==> src/rtl/pipe_run_monitor.sv <==
// rtl/pipe_run_monitor.sv - run controller and result monitor for the 5-stage pipeline core
// Optional feature: define RUN_MON_TRACE_EN to add the Last_Chg_Cnt trace output.
module pipe_run_monitor #(
    parameter int DATA_W        = 32,
    parameter int NUM_CH        = 2,
    parameter int RST_CYCLES    = 2,
    parameter int STABLE_CYCLES = 4,
    parameter int TIMEOUT       = 4096,
    parameter int CNT_W         = 16
) (
    input  logic                     Clk,
    input  logic                     Rst_n,
    input  logic                     Start,
    input  logic [NUM_CH*DATA_W-1:0] Exp_Data,
    input  logic [NUM_CH*DATA_W-1:0] Obs_Data,
    output logic                     Core_Rst,
    output logic                     Busy,
    output logic                     Done,
    output logic                     Pass,
    output logic                     Timeout,
    output logic [NUM_CH-1:0]        Fail_Mask,
    output logic [CNT_W-1:0]         Cycle_Cnt
`ifdef RUN_MON_TRACE_EN
    ,
    output logic [CNT_W-1:0]         Last_Chg_Cnt
`endif
);

    localparam int RW = $clog2(RST_CYCLES + 1);
    localparam int SW = $clog2(STABLE_CYCLES + 1);

    typedef enum logic [1:0] {S_IDLE, S_RESET, S_RUN, S_DONE} state_t;

    state_t                     state, state_nxt;
    logic [RW-1:0]              rst_cnt;
    logic [SW-1:0]              stab_cnt;
    logic [NUM_CH*DATA_W-1:0]   prev;
    logic                       prev_valid;
    logic [NUM_CH-1:0]          mismatch;
    logic                       same;
    logic                       start_acc;
    logic                       stable_end;
    logic                       timeout_end;
    logic                       core_rst_nxt;
    logic                       busy_nxt;
    logic                       done_nxt;

    always_comb begin
        mismatch = '0;
        for (int i = 0; i < NUM_CH; i++) begin
            mismatch[i] = Obs_Data[i*DATA_W +: DATA_W] != Exp_Data[i*DATA_W +: DATA_W];
        end
    end

    // prev is meaningless on the first RUN edge, so prev_valid gates the stability test
    assign same        = (Obs_Data == prev);
    assign start_acc   = Start && (state == S_IDLE || state == S_DONE);
    assign stable_end  = (state == S_RUN) && prev_valid && same &&
                         (stab_cnt == SW'(STABLE_CYCLES - 1));
    assign timeout_end = (state == S_RUN) && (Cycle_Cnt == CNT_W'(TIMEOUT - 1));

    always_ff @(posedge Clk or negedge Rst_n) begin
        if (!Rst_n) begin
            state    <= S_IDLE;
            Core_Rst <= 1'b1;
            Busy     <= 1'b0;
            Done     <= 1'b0;
        end else begin
            state    <= state_nxt;
            Core_Rst <= core_rst_nxt;
            Busy     <= busy_nxt;
            Done     <= done_nxt;
        end
    end

    always_comb begin
        state_nxt = state;
        case (state)
            S_IDLE:  if (start_acc) state_nxt = S_RESET;
            S_RESET: if (rst_cnt == RW'(RST_CYCLES - 1)) state_nxt = S_RUN;
            S_RUN:   if (stable_end || timeout_end) state_nxt = S_DONE;
            S_DONE:  if (start_acc) state_nxt = S_RESET;
            default: state_nxt = S_IDLE;
        endcase
    end

    always_comb begin
        core_rst_nxt = (state_nxt == S_IDLE) || (state_nxt == S_RESET);
        busy_nxt     = (state_nxt == S_RESET) || (state_nxt == S_RUN);
        done_nxt     = (state_nxt == S_DONE);
    end

    always_ff @(posedge Clk or negedge Rst_n) begin
        if (!Rst_n) begin
            rst_cnt      <= '0;
            stab_cnt     <= '0;
            prev         <= '0;
            prev_valid   <= 1'b0;
            Cycle_Cnt    <= '0;
            Pass         <= 1'b0;
            Timeout      <= 1'b0;
            Fail_Mask    <= '0;
`ifdef RUN_MON_TRACE_EN
            Last_Chg_Cnt <= '0;
`endif
        end else begin
            case (state)
                S_IDLE, S_DONE: begin
                    if (start_acc) begin
                        rst_cnt      <= '0;
                        stab_cnt     <= '0;
                        prev_valid   <= 1'b0;
                        Cycle_Cnt    <= '0;
                        Pass         <= 1'b0;
                        Timeout      <= 1'b0;
                        Fail_Mask    <= '0;
`ifdef RUN_MON_TRACE_EN
                        Last_Chg_Cnt <= '0;
`endif
                    end
                end
                S_RESET: rst_cnt <= rst_cnt + RW'(1);
                S_RUN: begin
                    Cycle_Cnt  <= Cycle_Cnt + CNT_W'(1);
                    prev       <= Obs_Data;
                    prev_valid <= 1'b1;
                    stab_cnt   <= (prev_valid && same) ? stab_cnt + SW'(1) : '0;
`ifdef RUN_MON_TRACE_EN
                    if (!prev_valid || !same) Last_Chg_Cnt <= Cycle_Cnt + CNT_W'(1);
`endif
                    // stable end takes priority when both ends coincide
                    if (stable_end) begin
                        Fail_Mask <= mismatch;
                        Pass      <= ~|mismatch;
                        Timeout   <= 1'b0;
                    end else if (timeout_end) begin
                        Fail_Mask <= mismatch;
                        Pass      <= 1'b0;
                        Timeout   <= 1'b1;
                    end
                end
                default: ;
            endcase
        end
    end

endmodule

==> config.mk <==
export PLATFORM = sky130hd
export DESIGN_NAME = pipe_run_monitor
export DESIGN_NICKNAME = d
export VERILOG_FILES = /design/src/rtl/pipe_run_monitor.sv
export SDC_FILE = /design/constraint.sdc
export NUM_CORES = 1
export LEC_CHECK = 0
export ABC_AREA = 1
export BUFFER_PORTS_ARGS = -buffer_cell sky130_fd_sc_hd__buf_2
export CAP_MARGIN = 25
export CORE_UTILIZATION = 35
export DETAILED_ROUTE_END_ITERATION = 8
export SYNTH_ARGS = -nofsm -noshare
export SYNTH_HDL_FRONTEND = slang
export SYNTH_SLANG_ARGS = --single-unit
==> constraint.sdc <==
create_clock -name Clk -period 6.1 [get_ports Clk]
set_clock_uncertainty 0.15 [all_clocks]
set_input_delay 0.305 -clock Clk [delete_from_list [all_inputs] [get_ports Clk]]
set_output_delay 0.305 -clock Clk [all_outputs]
set_load 0.05 [all_outputs]
==> results.yml <==
power_and_ir_drop:
  leakage_nw: 4.044
  ir_worst_vdd_mv: 0.2350
  powerDensity_nw_per_um2: 220.1
clock_network:
  cts.path.max_buffers: 2
  cts_tree: "done"
  post_cts_buffers: 0
  clkLatencyLatePin_ps: 340
  clkTransAtPathRegs_ps: 60
  cts_inserted_buffers: 9
  ctsHtreeMaxLevel: 3
  cts-root-buf: "clkbuf_16"
  cts_sinks: 95
logic_synthesis:
  synth-edff-count: 0
  ys_warn_count: 0
  synthesis.nets: 1024
  synth_area_leaders: "dfrtp_1 38%, nand2_1 18%, inv_1 7.6%"
  ys.flop_type: "dfrtp_1"
  ys_seq_elements: 95
  yosysUniqueCellTypes: 39
  yosysTopAreaCell: "dfrtp_1"
  syn-cell-area_um2: 6181
  postSynthCellCount: 886
  synthArstFlopShare_pct: 100.0
  yosysSeqAreaShare_pct: 38.48
  avgSynthCellArea_um2: 6.976
  synth_top_area_share_pct: 38.06
grt:
  first_global_vias: 5412
  grt_max_degree: 119
  overflow: 0
  grt_pass1_wl_um: 25090
  track_usage_pct: 17.54
  antenna_found_initial: 0
cells_and_area:
  drive_gt1_share_pct: 19.19
  fill_cells: 1793
  final_nets: 1177
  syn2layout_area_growth_pct: 21.52
  n_antenna_cell: 0
  stdcell_area_um2: 7511
floorplanning:
  boundaryPins: 154
  core_um2: 17300
  rows: 48
  start_util_pct: 35.73
  die-area_um2: 18200
  die_x_um: 134.9
  die_y_um: 134.9
sta:
  worstMarginPinSlew_ps: 826.4
  post-route-min-period_ps: 2512
  finalCritPeriodShare_pct: 41.18
  grt_setup_unrepaired: "false"
  finalHoldViolCount: 0
  slew_headroom_pct: 44.70
  fin_setup_tns_ps: 0
  finalMaxSlewViolations: 0
  max_freq_mhz: 398.1
  setup_viol: 0
critical_path:
  critical_path_class: "reg2reg"
  crit_end: "Cycle_Cnt[11]"
  cp_max_fo: 21
  cp_slowest_cell: "nor2_1"
  crit_arrival_ps: 2620
  path_depth: 8
  crit_path_start: "state[0]"
  path_buf_inv: 3
  reg2reg_from: "state[0]"
  startpoint_type: "flip-flop"
  critical_path.cell_chain: "inv_1 > ha_4 > inv_1 > nor2_1 > inv_2 > a21oi_1 > o21ai_0 > o21ai_0"
  cp.required_ps: 6210
  ff2ff_setup_slack_ps: 3590
  reg2reg_depth: 8
  critical-path-max-stage-delay_ps: 760
  crit_family: "simple AND/OR/NAND/NOR gates"
  reg2reg_to: "Cycle_Cnt[11]"
  crit_path_end_kind: "flip-flop"
drt:
  drc_errors: 0
  via_per_inst: 4.568
  route.vias.total: 5788
  wl_um: 15210
  ant_nets: 0
  first_pass_iters: 5
  drt_iter0_markers: 287
  routedWlPerCell_um: 12.00
outcome:
  status: "completed"
place:
  dp_hpwl_um: 11770
  dpl_cell_area_um2: 7226
  io_buffers: 153
  gp_congestion: 0.7981
hold_path:
  hold_path_class: "in2reg"
  hp-start: "Obs_Data[47]"
run:
  drv_cap: 0
-- layer usage --
| metal | up-vias | share of wire, % | routed length, um | track usage (%) |
|---|---|---|---|---|
| li1 | 3081 | - | - | - |
| met1 | 2592 | 48 | 7365 | 22.94 |
| met2 | 106 | 46 | 6923 | 29.30 |
| met3 | 9 | 5.2 | 793 | 4.580 |
| met4 | 0 | 0.83 | 126 | 3.184 |
| met5 | - | 0 | 0 | 0 |
-- sequential cells by signal (all words and copies together), names as in the netlist --
| register | flops |
|---|---|
| rst_cnt | 2 |
| stab_cnt | 3 |
| prev | 64 |
| Pass | 1 |
| Timeout | 1 |
| Done | 1 |
| prev_valid | 1 |
| Core_Rst | 1 |
| state | 2 |
| Fail_Mask | 2 |
| Cycle_Cnt | 16 |
| Busy | 1 |
-- how the worst min path moves through the flow --
stage,endpoint,slack [ps],cells past startpoint
floorplan,Busy,-140,0
global placement,prev[22],30,1
detailed placement,prev[22],30,1
CTS,prev[47],30,3
global route,prev[47],60,3
finish,prev[47],40,3
-- cell type report --
cell class                      instances  area, um2  share of cell area, %
Tap cell                              225      281.5                  3.748
Sequential cell                        95       2379                  31.67
Clock buffer                           13      240.2                  3.198
Clock inverter                          1      7.507                0.09995
Multi-Input combinational cell        646       3266                  43.48
Timing Repair Buffer                  159      855.8                  11.39
Inverter                              128      481.7                  6.413
-- metrics by stage --
step | hold slack (ps) | power [mW] | util, % | cells | setup WS (ps)
2_1_floorplan | -140.6 | 1.011 | - | 886 | 3595
3_3_place_gp | 33.76 | 1.154 | 41.62 | 1250 | 3402
3_5_place_dp | 34.92 | 1.160 | 41.78 | 1251 | 3384
4_1_cts | 31.49 | 1.681 | 43.27 | 1266 | 3371
5_1_grt | 64.63 | 1.753 | 43.42 | 1267 | 3282
6_report | 44.12 | 1.653 | 43.42 | 1267 | 3588
-- worst register-to-register path: stages, from the launching register on --
cell	delay [ps]
dfrtp_1	400
inv_1	120
ha_4	140
inv_1	280
nor2_1	760
inv_2	240
a21oi_1	170
o21ai_0	90
o21ai_0	80
-- cell usage after synthesis, types with 3 or more instances --
cell and n:
a21oi_1 6, nand3_1 24, nor2_2 3, xnor2_1 53
nor2_1 74, inv_1 125, or2_2 15, nand3_2 4
o21ai_1 3, nand2_1 290, ha_1 7, xor2_1 16
o32ai_1 3, o22ai_1 3, o21ai_0 80, dfrtp_1 94
buf_2 3, nand4_1 37, clkbuf_1 13, nor3_1 10
-- power by group --
part           switching (mW)  leakage (nW)  internal, mW
clock                   0.234         0.116         0.273
combinational           0.275          2.79         0.151
sequential             0.0415          1.13         0.679
total                   0.551          4.04          1.10
-- what timing repair did --
item / in CTS / in global routing
endpoints found under the hold margin: 15 / 0
endpoints found under the setup margin: 0 / 0
hold buffers: 1 / 0
gates resized for setup: 0 / 0
-- cells by family (layout without fill, tap and decap cells) --
logic type | count (synthesis) | in the layout | share of synthesized area [%]
adder cells (fa/ha/maj) | 7 | 7 | 1.417
AND/OR/NAND/NOR | 468 | 468 | 32.55
AO/OA/AOI/OAI | 102 | 102 | 8.887
buffers and inverters | 145 | 301 | 8.886
XOR/XNOR | 69 | 69 | 9.777
flip-flops | 95 | 95 | 38.48
-- cells in the final DEF (no fill, tap or decap), types with 2 or more instances in the layout --
master	instances
xor2_1	16
nand2_1	290
buf_4	4
o31ai_1	2
or2_2	15
buf_2	152
nor2_1	74
nor2_2	3
buf_16	2
o32ai_1	3
nor4_1	2
nand2_2	2
nand3_2	4
nand3_1	24
inv_1	125
dfrtp_1	94
nand3b_1	2
xnor2_1	53
clkbuf_1	4
clkbuf_16	9
nor3_1	10
a21oi_1	6
ha_1	6
o22ai_1	3
o21ai_1	3
nand4_1	37
o21ai_0	80
(Power assumes the default switching activity.)
